<file path="src/rtl/eth_framer_v2.sv">
// Byte-wide Ethernet II transmit framer built around a single state machine.
// Define ETH_FRAMER_VLAN_EN to insert an 802.1Q tag (vlan_tci) after the source MAC.
module eth_framer_v2 #(
   parameter int PREAMBLE_OCTETS    = 7,
   parameter int MIN_PAYLOAD_OCTETS = 46,
   parameter int IFG_OCTETS         = 12
) (
   input  logic        clk,
   input  logic        sresetn,
   input  logic [47:0] src_mac,
   input  logic [47:0] dst_mac,
   input  logic [15:0] ethertype,
`ifdef ETH_FRAMER_VLAN_EN
   input  logic [15:0] vlan_tci,
`endif
   output logic        payload_axis_tready,
   input  logic        payload_axis_tvalid,
   input  logic        payload_axis_tlast,
   input  logic [7:0]  payload_axis_tdata,
   input  logic        out_axis_tready,
   output logic        out_axis_tvalid,
   output logic        out_axis_tlast,
   output logic [7:0]  out_axis_tdata
);

`ifdef ETH_FRAMER_VLAN_EN
   localparam int HDR_BYTES = 18;
`else
   localparam int HDR_BYTES = 14;
`endif
   localparam int          HDR_W    = HDR_BYTES * 8;
   localparam logic [15:0] PRE_LAST = 16'(PREAMBLE_OCTETS - 1);
   localparam logic [15:0] IFG_LAST = 16'(IFG_OCTETS - 1);
   localparam logic [15:0] MIN_PAY  = 16'(MIN_PAYLOAD_OCTETS);

   typedef enum logic [3:0] {
      IDLE,
      PRE,
      SFD,
      DST,
      SRC,
`ifdef ETH_FRAMER_VLAN_EN
      VLAN,
`endif
      TYPE,
      PAYLOAD,
      PAD,
      FCS,
      IFG
   } state_t;

   state_t           state;
   state_t           seg_next;
   logic [15:0]      cnt;
   logic [15:0]      seg_last;
   logic [15:0]      pay_cnt;
   logic [15:0]      pay_inc;
   logic [31:0]      crc;
   logic [31:0]      crc_upd;
   logic [31:0]      fcs;
   logic [HDR_W-1:0] hdr;
   logic [7:0]       data_r;
   logic             valid_r;
   logic             last_r;
   logic             in_payload;
   logic             fire;
   logic             crc_en;

   // Reflected CRC-32 (poly 0x04C11DB7), one byte per call.
   function automatic logic [31:0] crc_next(input logic [31:0] c, input logic [7:0] b);
      logic [31:0] r;
      r = c ^ {24'd0, b};
      for (int i = 0; i < 8; i++)
         r = r[0] ? ((r >> 1) ^ 32'hEDB88320) : (r >> 1);
      return r;
   endfunction

   assign in_payload          = (state == PAYLOAD);
   assign out_axis_tvalid     = in_payload ? payload_axis_tvalid : valid_r;
   assign out_axis_tdata      = in_payload ? payload_axis_tdata  : data_r;
   assign out_axis_tlast      = in_payload ? 1'b0 : last_r;
   assign payload_axis_tready = in_payload & out_axis_tready;

   assign fire    = out_axis_tvalid & out_axis_tready;
   assign crc_en  = fire & !(state inside {IDLE, PRE, SFD, FCS, IFG});
   assign crc_upd = crc_en ? crc_next(crc, out_axis_tdata) : crc;
   assign fcs     = ~crc_upd;
   assign pay_inc = (pay_cnt == 16'hFFFF) ? pay_cnt : pay_cnt + 16'd1;

   // Length and successor of each header segment.
   always_comb begin
      seg_last = 16'd5;
      seg_next = SRC;
      case (state)
         SRC: begin
            seg_last = 16'd5;
`ifdef ETH_FRAMER_VLAN_EN
            seg_next = VLAN;
`else
            seg_next = TYPE;
`endif
         end
`ifdef ETH_FRAMER_VLAN_EN
         VLAN: begin
            seg_last = 16'd3;
            seg_next = TYPE;
         end
`endif
         TYPE: begin
            seg_last = 16'd1;
            seg_next = PAYLOAD;
         end
         default: begin
            seg_last = 16'd5;
            seg_next = SRC;
         end
      endcase
   end

   always_ff @(posedge clk) begin
      if (!sresetn) begin
         state   <= IDLE;
         cnt     <= '0;
         pay_cnt <= '0;
         crc     <= '0;
         data_r  <= '0;
         valid_r <= 1'b0;
         last_r  <= 1'b0;
      end else begin
         crc <= crc_upd;
         case (state)
            IDLE: begin
               if (payload_axis_tvalid) begin
                  state   <= PRE;
                  cnt     <= '0;
                  pay_cnt <= '0;
                  crc     <= '1;
`ifdef ETH_FRAMER_VLAN_EN
                  hdr     <= {dst_mac, src_mac, 16'h8100, vlan_tci, ethertype};
`else
                  hdr     <= {dst_mac, src_mac, ethertype};
`endif
                  data_r  <= 8'h55;
                  valid_r <= 1'b1;
                  last_r  <= 1'b0;
               end
            end
            PRE: begin
               if (fire) begin
                  if (cnt == PRE_LAST) begin
                     state  <= SFD;
                     cnt    <= '0;
                     data_r <= 8'hD5;
                  end else begin
                     cnt <= cnt + 16'd1;
                  end
               end
            end
            SFD: begin
               if (fire) begin
                  state  <= DST;
                  cnt    <= '0;
                  data_r <= hdr[HDR_W-1 -: 8];
                  hdr    <= hdr << 8;
               end
            end
`ifdef ETH_FRAMER_VLAN_EN
            DST, SRC, VLAN, TYPE: begin
`else
            DST, SRC, TYPE: begin
`endif
               if (fire) begin
                  // hdr always holds the bytes still to be presented after data_r
                  if (!(state == TYPE && cnt == 16'd1)) begin
                     data_r <= hdr[HDR_W-1 -: 8];
                     hdr    <= hdr << 8;
                  end
                  if (cnt == seg_last) begin
                     state <= seg_next;
                     cnt   <= '0;
                  end else begin
                     cnt <= cnt + 16'd1;
                  end
               end
            end
            PAYLOAD: begin
               if (fire) begin
                  pay_cnt <= pay_inc;
                  if (payload_axis_tlast) begin
                     valid_r <= 1'b1;
                     cnt     <= '0;
                     if (pay_inc < MIN_PAY) begin
                        state  <= PAD;
                        data_r <= 8'h00;
                     end else begin
                        state  <= FCS;
                        data_r <= fcs[7:0];
                     end
                  end
               end
            end
            PAD: begin
               if (fire) begin
                  pay_cnt <= pay_inc;
                  if (pay_inc >= MIN_PAY) begin
                     state  <= FCS;
                     cnt    <= '0;
                     data_r <= fcs[7:0];
                  end
               end
            end
            FCS: begin
               if (fire) begin
                  if (cnt == 16'd3) begin
                     state   <= (IFG_OCTETS == 0) ? IDLE : IFG;
                     cnt     <= '0;
                     valid_r <= 1'b0;
                     last_r  <= 1'b0;
                  end else begin
                     cnt    <= cnt + 16'd1;
                     last_r <= (cnt == 16'd2);
                     case (cnt[1:0])
                        2'd0:    data_r <= fcs[15:8];
                        2'd1:    data_r <= fcs[23:16];
                        default: data_r <= fcs[31:24];
                     endcase
                  end
               end
            end
            IFG: begin
               if (cnt == IFG_LAST) begin
                  state <= IDLE;
                  cnt   <= '0;
               end else begin
                  cnt <= cnt + 16'd1;
               end
            end
            default: state <= IDLE;
         endcase
      end
   end

endmodule
</file>
<file path="config.mk">
export PLATFORM = sky130hd
export DESIGN_NAME = eth_framer_v2
export DESIGN_NICKNAME = d
export VERILOG_FILES = /design/src/rtl/eth_framer_v2.sv
export SDC_FILE = /design/constraint.sdc
export NUM_CORES = 1
export LEC_CHECK = 0
export BUFFER_PORTS_ARGS = -buffer_cell sky130_fd_sc_hd__buf_4
export CAP_MARGIN = 20
export CELL_PAD_IN_SITES_DETAIL_PLACEMENT = 0
export CELL_PAD_IN_SITES_GLOBAL_PLACEMENT = 1
export CORE_AREA = 2 2 188 116
export DETAILED_ROUTE_END_ITERATION = 6
export DIE_AREA = 0 0 190 118
export HOLD_SLACK_MARGIN = 0.06
export PLACE_DENSITY = 0.9
export RECOVER_POWER = 25
export SLEW_MARGIN = 20
export SYNTH_ARGS = -nofsm -noshare
export SYNTH_HDL_FRONTEND = slang
export SYNTH_SLANG_ARGS = --single-unit
</file>
<file path="constraint.sdc">
create_clock -name clk -period 15.3 [get_ports clk]
set_input_delay 0.765 -clock clk [delete_from_list [all_inputs] [get_ports clk]]
set_output_delay 0.765 -clock clk [all_outputs]
set_load 0.005 [all_outputs]
</file>
==> results of run 1 <==
-- cell usage in the layout, fill, tap and decap left out, drive strengths merged, types with 7 or more instances in the layout --
cell	synthesis	final
buf	13	141
edfxtp	112	112
mux2	112	112
dfxtp	78	78
a21oi	71	71
nand2	68	68
xnor2	60	60
nor2	42	42
o21ai	33	33
inv	18	24
nand3	23	23
xor2	20	20
clkbuf	46	20
mux2i	18	18
a31oi	17	17
nand4	14	14
nor3	14	14
nor2b	13	13
a211oi	13	13
nor4	10	10
or4	8	8
and3	7	7
o21a	7	7
nand3b	7	7
-- final timing paths --
path,startpoint,end,slack (ns),cells after the start
setup reg to reg,state[1],hdr[35],8.35,4
setup / recovery,state[1],hdr[35],8.35,4
hold reg to reg,crc[22],crc[22],0.49,2
hold / removal,crc[22],crc[22],0.49,2
-- routing by layer --
layer | share of wire, % | GRT usage [%] | up-vias | routed length, um
met4 | 1.1 | 5.38 | 0 | 279
li1 | - | - | 3579 | -
met1 | 49 | 33.6 | 3667 | 12000
met3 | 6.0 | 4.11 | 21 | 1490
met2 | 44 | 31.9 | 243 | 10900
met5 | 0 | 0 | - | 0
-- worst reg2reg max path, cell delays in order (launching register included) --
cell and delay [ns]:
dfxtp_1 0.66, xnor2_1 0.20, nor2_1 1.89, clkbuf_1 3.29
mux2_2 0.76
-- cells in the mapped netlist (5+ instances only) --
cell type	n	area [um^2]
edfxtp_1	112	3360
mux2_2	109	1230
dfxtp_1	78	1560
a21oi_1	70	350
nand2_1	67	251
xnor2_1	55	482
clkbuf_1	46	173
nor2_1	42	158
o21ai_0	28	140
nand3_1	21	105
a31oi_1	17	106
inv_1	17	63.8
mux2i_1	17	170
xor2_1	15	131
a211oi_1	13	97.6
nand4_1	13	81.3
nor2b_1	13	81.3
nor3_1	13	65.1
buf_2	8	40.0
nor4_1	8	50.1
and3_1	7	43.8
o21a_1	7	52.6
or4_1	7	52.6
a221oi_1	6	52.6
nand3b_1	6	45.0
o22ai_1	6	37.5
and2_1	5	31.3
ha_1	5	62.6
o211ai_1	5	37.5
o21ai_1	5	25.0
or3_1	5	31.3
xnor3_1	5	113
xor2_4	5	138
-- kinds of logic (layout without fill, tap and decap cells) --
| group | count (synthesis) | in the layout |
|---|---|---|
| compound gates | 190 | 190 |
| xor+xnor | 86 | 86 |
| fa+ha+maj | 5 | 5 |
| buf+inv | 78 | 194 |
| flops | 190 | 190 |
| mux | 130 | 130 |
| simple gates | 234 | 234 |
-- state kept, by name, summed over array words and instances (netlist names) --
register / count
cnt: 16
data_r: 8
crc: 32
pay_cnt: 16
state: 4
valid_r: 1
hdr: 112
last_r: 1
-- through the flow --
stage / std cells / cell area, um^2
2_1_floorplan: 913 / 10200
3_3_place_gp: 1276 / 11400
3_5_place_dp: 1276 / 11400
4_1_cts: 1308 / 12000
5_1_grt: 1308 / 11900
6_report: 1308 / 11900
-- area by class of cell --
type | count | area (um^2)
fill | 1708 | 8760
sequential | 190 | 4920
multi-input combinational | 645 | 4910
timing repair buffer | 143 | 1070
clock buffer | 18 | 429
tap | 279 | 349
clock inverter | 14 | 159
inverter | 19 | 71.3
-- power breakdown --
part / internal (W) / switching, W
Sequential: 0.000694 / 0.0000586
Combinational: 0.000445 / 0.000500
Clock: 0.000245 / 0.000206
Total: 0.00138 / 0.000765
==> summary.md, run 1 <==
| Metric | Value |
|---|---|
| Crit path max-delay family | buffers and inverters |
| CTS Buf Count | 17 |
| Max_slew headroom | -201% |
| PD cells | 180 mW/mm^2 |
| Crit end category | register |
| Crit start category | register |
| Avg Cell Area, Syn | 11.2 um^2 |
| DR vias/cell | 5.74 |
| Syn-to-layout area delta | 16.6% |
| Core box area | 0.0207 mm^2 |
| H-tree Lvls | 4 |
| Final wirelength | about 25 mm |
| Initial antenna violation count | 0 |
| Worst hold slack | 0.485 ns |
| Post-Synth Simple-Gate Area | roughly 12% |
| Gate Count Post-Synth | 913 |
| Share of cells above drive strength 1 | 29.6% |
| Maxcap violations | 3 |
| Core Util, Final | 57.6% |
| WP buf/inv | 1 |
| Vias in the first global route | 7004 |
| CP Data Arrival Time | 7.22 ns |
| Largest net degree at the start of global routing | 91 |
| Tmin final | between 6 and 7 ns |
| Critical Path Fanout Max | 90 |
| GRT overflow | 0 |
| Unrepaired setup endpoints after global routing | false |
| Sequential fraction of the synthesis area | approximately half |
| Largest family of logic cells by synthesized area | multiplexers |
| Clock transition at path regs | 0.08 ns |
| Num Clock Sinks | 190 |
| # diodes | 0 |
| Min-Delay Path Class | register to register |
| Measured slew at the worst slew-check pin | between 4 and 5 ns |
| Die area | 0.0224 mm^2 |
| Worst path required time | 15.57 ns |
| Leakage | 4.25 nW |
| WL/cell | 18.9 um |
| Post-synthesis mux area share | 14.3% |
| Synth cell types | 85 |
| Critical-path cell list | xnor2_1, nor2_1, clkbuf_1, mux2_2 |
| Hpwl dp | around 17 mm |
| GRT Overall Usage | a little over a fifth |
| Final net count | between 1000 and 1500 |
| Syn Nets | 1043 |
| CP max stage cell | clkbuf_1 |
| Max Transition Viols Final | 176 |
| Max Clk Rate | 0.144 GHz |
| Detailed Route Iter0 Violations | ~500 |
| Post-CTS resize count | 0 |
| Cell area after synthesis | about 0.010 mm^2 |
| Failing checks | max-capacitance violations, max-slew violations |
| Post-synth EDFFs | 112 |
| Vias | 7510 |
| Outcome | finished, violations left |
| Buffers on Ports | 135 |
| Synth async-reset ratio | 0% |
| First-pass GRT wire length | between 30 and 40 mm |
| Initial Util | 49.4% |
| Placer Congestion | 0.885 |
| Final Skew | 0.0149 ns |
| ANT nets after route | 0 |
| Setup WS post-layout | 8.35 ns |
| Remaining DRCs | 0 |
| Post-synthesis compound-gate area fraction | 11.9% |
| TNS Setup | 0 ns |
| Post-synthesis register bit count | 190 |
| Yosys warnings | 0 |
| Cts hold-fix bufs | 0 |
| Max incr delay on CP | roughly 3.3 ns |
| Ports | about 140 |
| Clk buf depth | 2 |
| Pre-CTS setup slack | 11.43 ns |
| Xor/xnor share of the synthesized area | 9.59% |
| Root buf cell | clkbuf_16 |
| Critical path type | register to register |
| Synth Area in Adders | 0.612% |
| Final Hold Vio Count | 0 |
| Most used DFF post-synth | edfxtp_1 |
| Die W | 190 um |
| CTS tree | yes |
| Die outline height | between 100 and 150 um |
| Final setup fails | 0 |
| Final period util | 45.4% |
| Postcts setup bufs | 0 |
| Total chip power | 0.00215 W |
| Clock Latency Late Sink | 0.43 ns |
| Site Rows | 41 |
| Peak supply drop | 0.106 mV |
| DRT Pass-1 Iters | 5 |
(Power assumes the default switching activity.)
==> run 2: changes to the inputs <==
--- a/config.mk
+++ b/config.mk
@@ -9,11 +9,11 @@
 export CAP_MARGIN = 20
 export CELL_PAD_IN_SITES_DETAIL_PLACEMENT = 0
 export CELL_PAD_IN_SITES_GLOBAL_PLACEMENT = 1
-export CORE_AREA = 2 2 188 116
+export CORE_AREA = 2 2 205 126
 export DETAILED_ROUTE_END_ITERATION = 6
-export DIE_AREA = 0 0 190 118
+export DIE_AREA = 0 0 207 128
 export HOLD_SLACK_MARGIN = 0.06
-export PLACE_DENSITY = 0.9
+export PLACE_DENSITY = 0.81
 export RECOVER_POWER = 25
 export SLEW_MARGIN = 20
 export SYNTH_ARGS = -nofsm -noshare
==> constraint.sdc (replaced) <==
create_clock -name clk -period 5.8 [get_ports clk]
set_input_delay 0.29 -clock clk [delete_from_list [all_inputs] [get_ports clk]]
set_output_delay 0.29 -clock clk [all_outputs]
set_load 0.005 [all_outputs]
==> summary.md, run 2 (synthesis gave the netlist of run 1 again) <==
| Metric | Value |
|---|---|
| Final net count | 1146 (unchanged) |
| Comb pwr share | 44.6% (was 44.0%) |
| Reg2Reg Launch Point | state[1] (unchanged) |
| CP startpoint | state[1] (unchanged) |
| Regs by FF count | hdr x112, crc x32 (unchanged) |
| Critical Path Fanout Max | 64 (was 90) |
| Tmin final | 4.42 ns (was 6.95 ns) |
| Final Skew | 0.0120 ns (was 0.0149 ns) |
| # diodes | 0 (unchanged) |
| Final wirelength | 24.5 mm (was 24.7 mm) |
| Clk network pwr share | 20.3% (was 21.0%) |
| Post-CTS resize count | 0 (unchanged) |
| Commonest non-fill, non-tap cell in the layout | buf_4 (unchanged) |
| Sw frac | 36.8% (was 35.6%) |
| Final setup fails | 0 (unchanged) |
| Die W | 207 um (was 190 um) |
| Crit end category | register (unchanged) |
| First-pass GRT wire length | 39.1 mm (was 38.6 mm) |
| Failing checks | max-capacitance violations, max-slew violations (unchanged) |
| Num Clock Sinks | 190 (unchanged) |
| Measured slew at the worst slew-check pin | 3.29 ns (was 4.52 ns) |
| Clk buf depth | 2 (unchanged) |
| WL/cell | 18.1 um (was 18.9 um) |
| Critical path type | register to register (unchanged) |
| Vias in the first global route | 7095 (was 7004) |
| Syn-to-layout area delta | 17.7% (was 16.6%) |
| Largest Register | hdr (unchanged) |
| GRT overflow | 0 (unchanged) |
| Die outline height | 128 um (was 118 um) |
| Cts hold-fix bufs | 0 (unchanged) |
| CP Data Arrival Time | 4.58 ns (was 7.22 ns) |
| Core box area | 0.0248 mm^2 (was 0.0207 mm^2) |
| Register share of total power | 35.2% (was 35.0%) |
| Min-Delay Path Class | input pin to register (was register to register) |
| Remaining DRCs | 0 (unchanged) |
| Clock Latency Late Sink | 0.44 ns (was 0.43 ns) |
| Maxcap violations | 2 (was 3) |
| Core Util, Final | 48.6% (was 57.6%) |
| Final Hold Vio Count | 0 (unchanged) |
| Setup WS post-layout | 1.38 ns (was 8.35 ns) |
| GRT Overall Usage | 18.6% (was 22.0%) |
| ANT nets after route | 0 (unchanged) |
| Commonest cells after routing, fill and taps aside | buf_4 (141), edfxtp_1 (112), mux2_2 (107) (was buf_4 (141), edfxtp_1 (112), mux2_2 (104)) |
| CTS tree | yes (unchanged) |
| TNS Setup | 0 ns (unchanged) |
| Clock transition at path regs | 0.08 ns (about the same) |
| Pre-CTS setup slack | 1.92 ns (was 11.43 ns) |
| Root buf cell | clkbuf_16 (unchanged) |
| Placer Congestion | 0.869 (was 0.885) |
| Outcome | finished, violations left (unchanged) |
| Max_slew headroom | -119% (was -201%) |
| Share of cells above drive strength 1 | 30.7% (was 29.6%) |
| Buffers on Ports | 135 (unchanged) |
| DR vias/cell | 5.47 (was 5.74) |
| Critical hold path startpoint | ethertype[3] (was crc[22]) |
| Initial Util | 41.2% (was 49.4%) |
| Max reg flops | 112 (unchanged) |
| DRT Pass-1 Iters | 5 (unchanged) |
| CTS Buf Count | 17 (unchanged) |
| Postcts setup bufs | 0 (unchanged) |
| PD cells | 469 mW/mm^2 (was 180 mW/mm^2) |
| Crit start category | register (unchanged) |
| Total chip power | 0.00565 W (was 0.00215 W) |
| Hpwl dp | 17.1 mm (was 17.0 mm) |
| Detailed Route Iter0 Violations | 520 (was 503) |
| Worst hold slack | 0.140 ns (was 0.485 ns) |
| Site Rows | 45 (was 41) |
| Ports | 136 (unchanged) |
| Worst path required time | 5.96 ns (was 15.57 ns) |
| NetSw | 0.00208 W (was 0.000765 W) |
| Max Transition Viols Final | 120 (was 176) |
| Pint | 0.00357 W (was 0.00138 W) |
| Vias | 7423 (was 7510) |
| Unrepaired setup endpoints after global routing | false (unchanged) |
| H-tree Lvls | 4 (unchanged) |
| Die area | 0.0265 mm^2 (was 0.0224 mm^2) |
| Peak supply drop | 0.241 mV (was 0.106 mV) |
| Leakage | 4.25 nW (about the same) |
| Largest net degree at the start of global routing | 65 (was 91) |
| Initial antenna violation count | 0 (unchanged) |
| Final period util | 76.1% (was 45.4%) |
| Max Clk Rate | 0.226 GHz (was 0.144 GHz) |
-- run 2: cell count changes in the layout (fill, tap and decap cells not counted), moves of 2 or more --
cell	change
mux2_1	-5
mux2_2	+3
xor2_1	-3
xor2_4	+3
bufinv_16	-2
clkinv_2	-2
clkinv_4	+2
inv_8	+2
mux2_4	+2
-- run 2: final cells by class --
type | instances | area, um^2
well taps | 329 | 412
fillers | 2258 | 12700
inverters | 19 | 71.3
flip-flops and latches | 190 | 4920
clock inverters | 15 | 144
repair buffers | 143 | 1070
clock buffers | 17 | 425
multi-input cells | 645 | 4990
-- run 2: power by group through the flow --
stage	sequential [W]	clock [W]	combinational, W
2_1_floorplan	0.00196	0	0.00196
3_3_place_gp	0.00200	0	0.00243
3_5_place_dp	0.00201	0	0.00245
4_1_cts	0.00198	0.00117	0.00247
5_1_grt	0.00202	0.00123	0.00273
6_report	0.00199	0.00114	0.00252
-- run 2: final timing paths --
kind         slack [ns]  endpoint  cells after the start
min reg2reg        0.49   crc[22]                      2
max                1.38   hdr[42]                      4
max reg2reg        1.38   hdr[42]                      4
min                0.14    hdr[3]                      2
-- run 2: critical path, stage by stage, from the launching register on --
cell	delay, ns
dfxtp_1	0.69
xnor2_1	0.17
nor2_1	0.38
clkbuf_1	2.36
mux2_2	0.53
-- run 2: per-layer routing --
metal  track usage, %  routed length, um  share of wire (%)  vias up
met5                0                  0                  0        -
met4             4.29                182               0.74        0
met3             3.97               1470                6.0       15
met2             27.1              10500                 43      225
met1             28.0              12400                 50     3591
li1                 -                  -                  -     3592
-- run 2: per-stage QoR --
stage          std cells  cell area, um^2
2_1_floorplan        913            10200
3_3_place_gp        1326            11500
3_5_place_dp        1326            11500
4_1_cts             1358            12000
5_1_grt             1358            12000
6_report            1358            12000
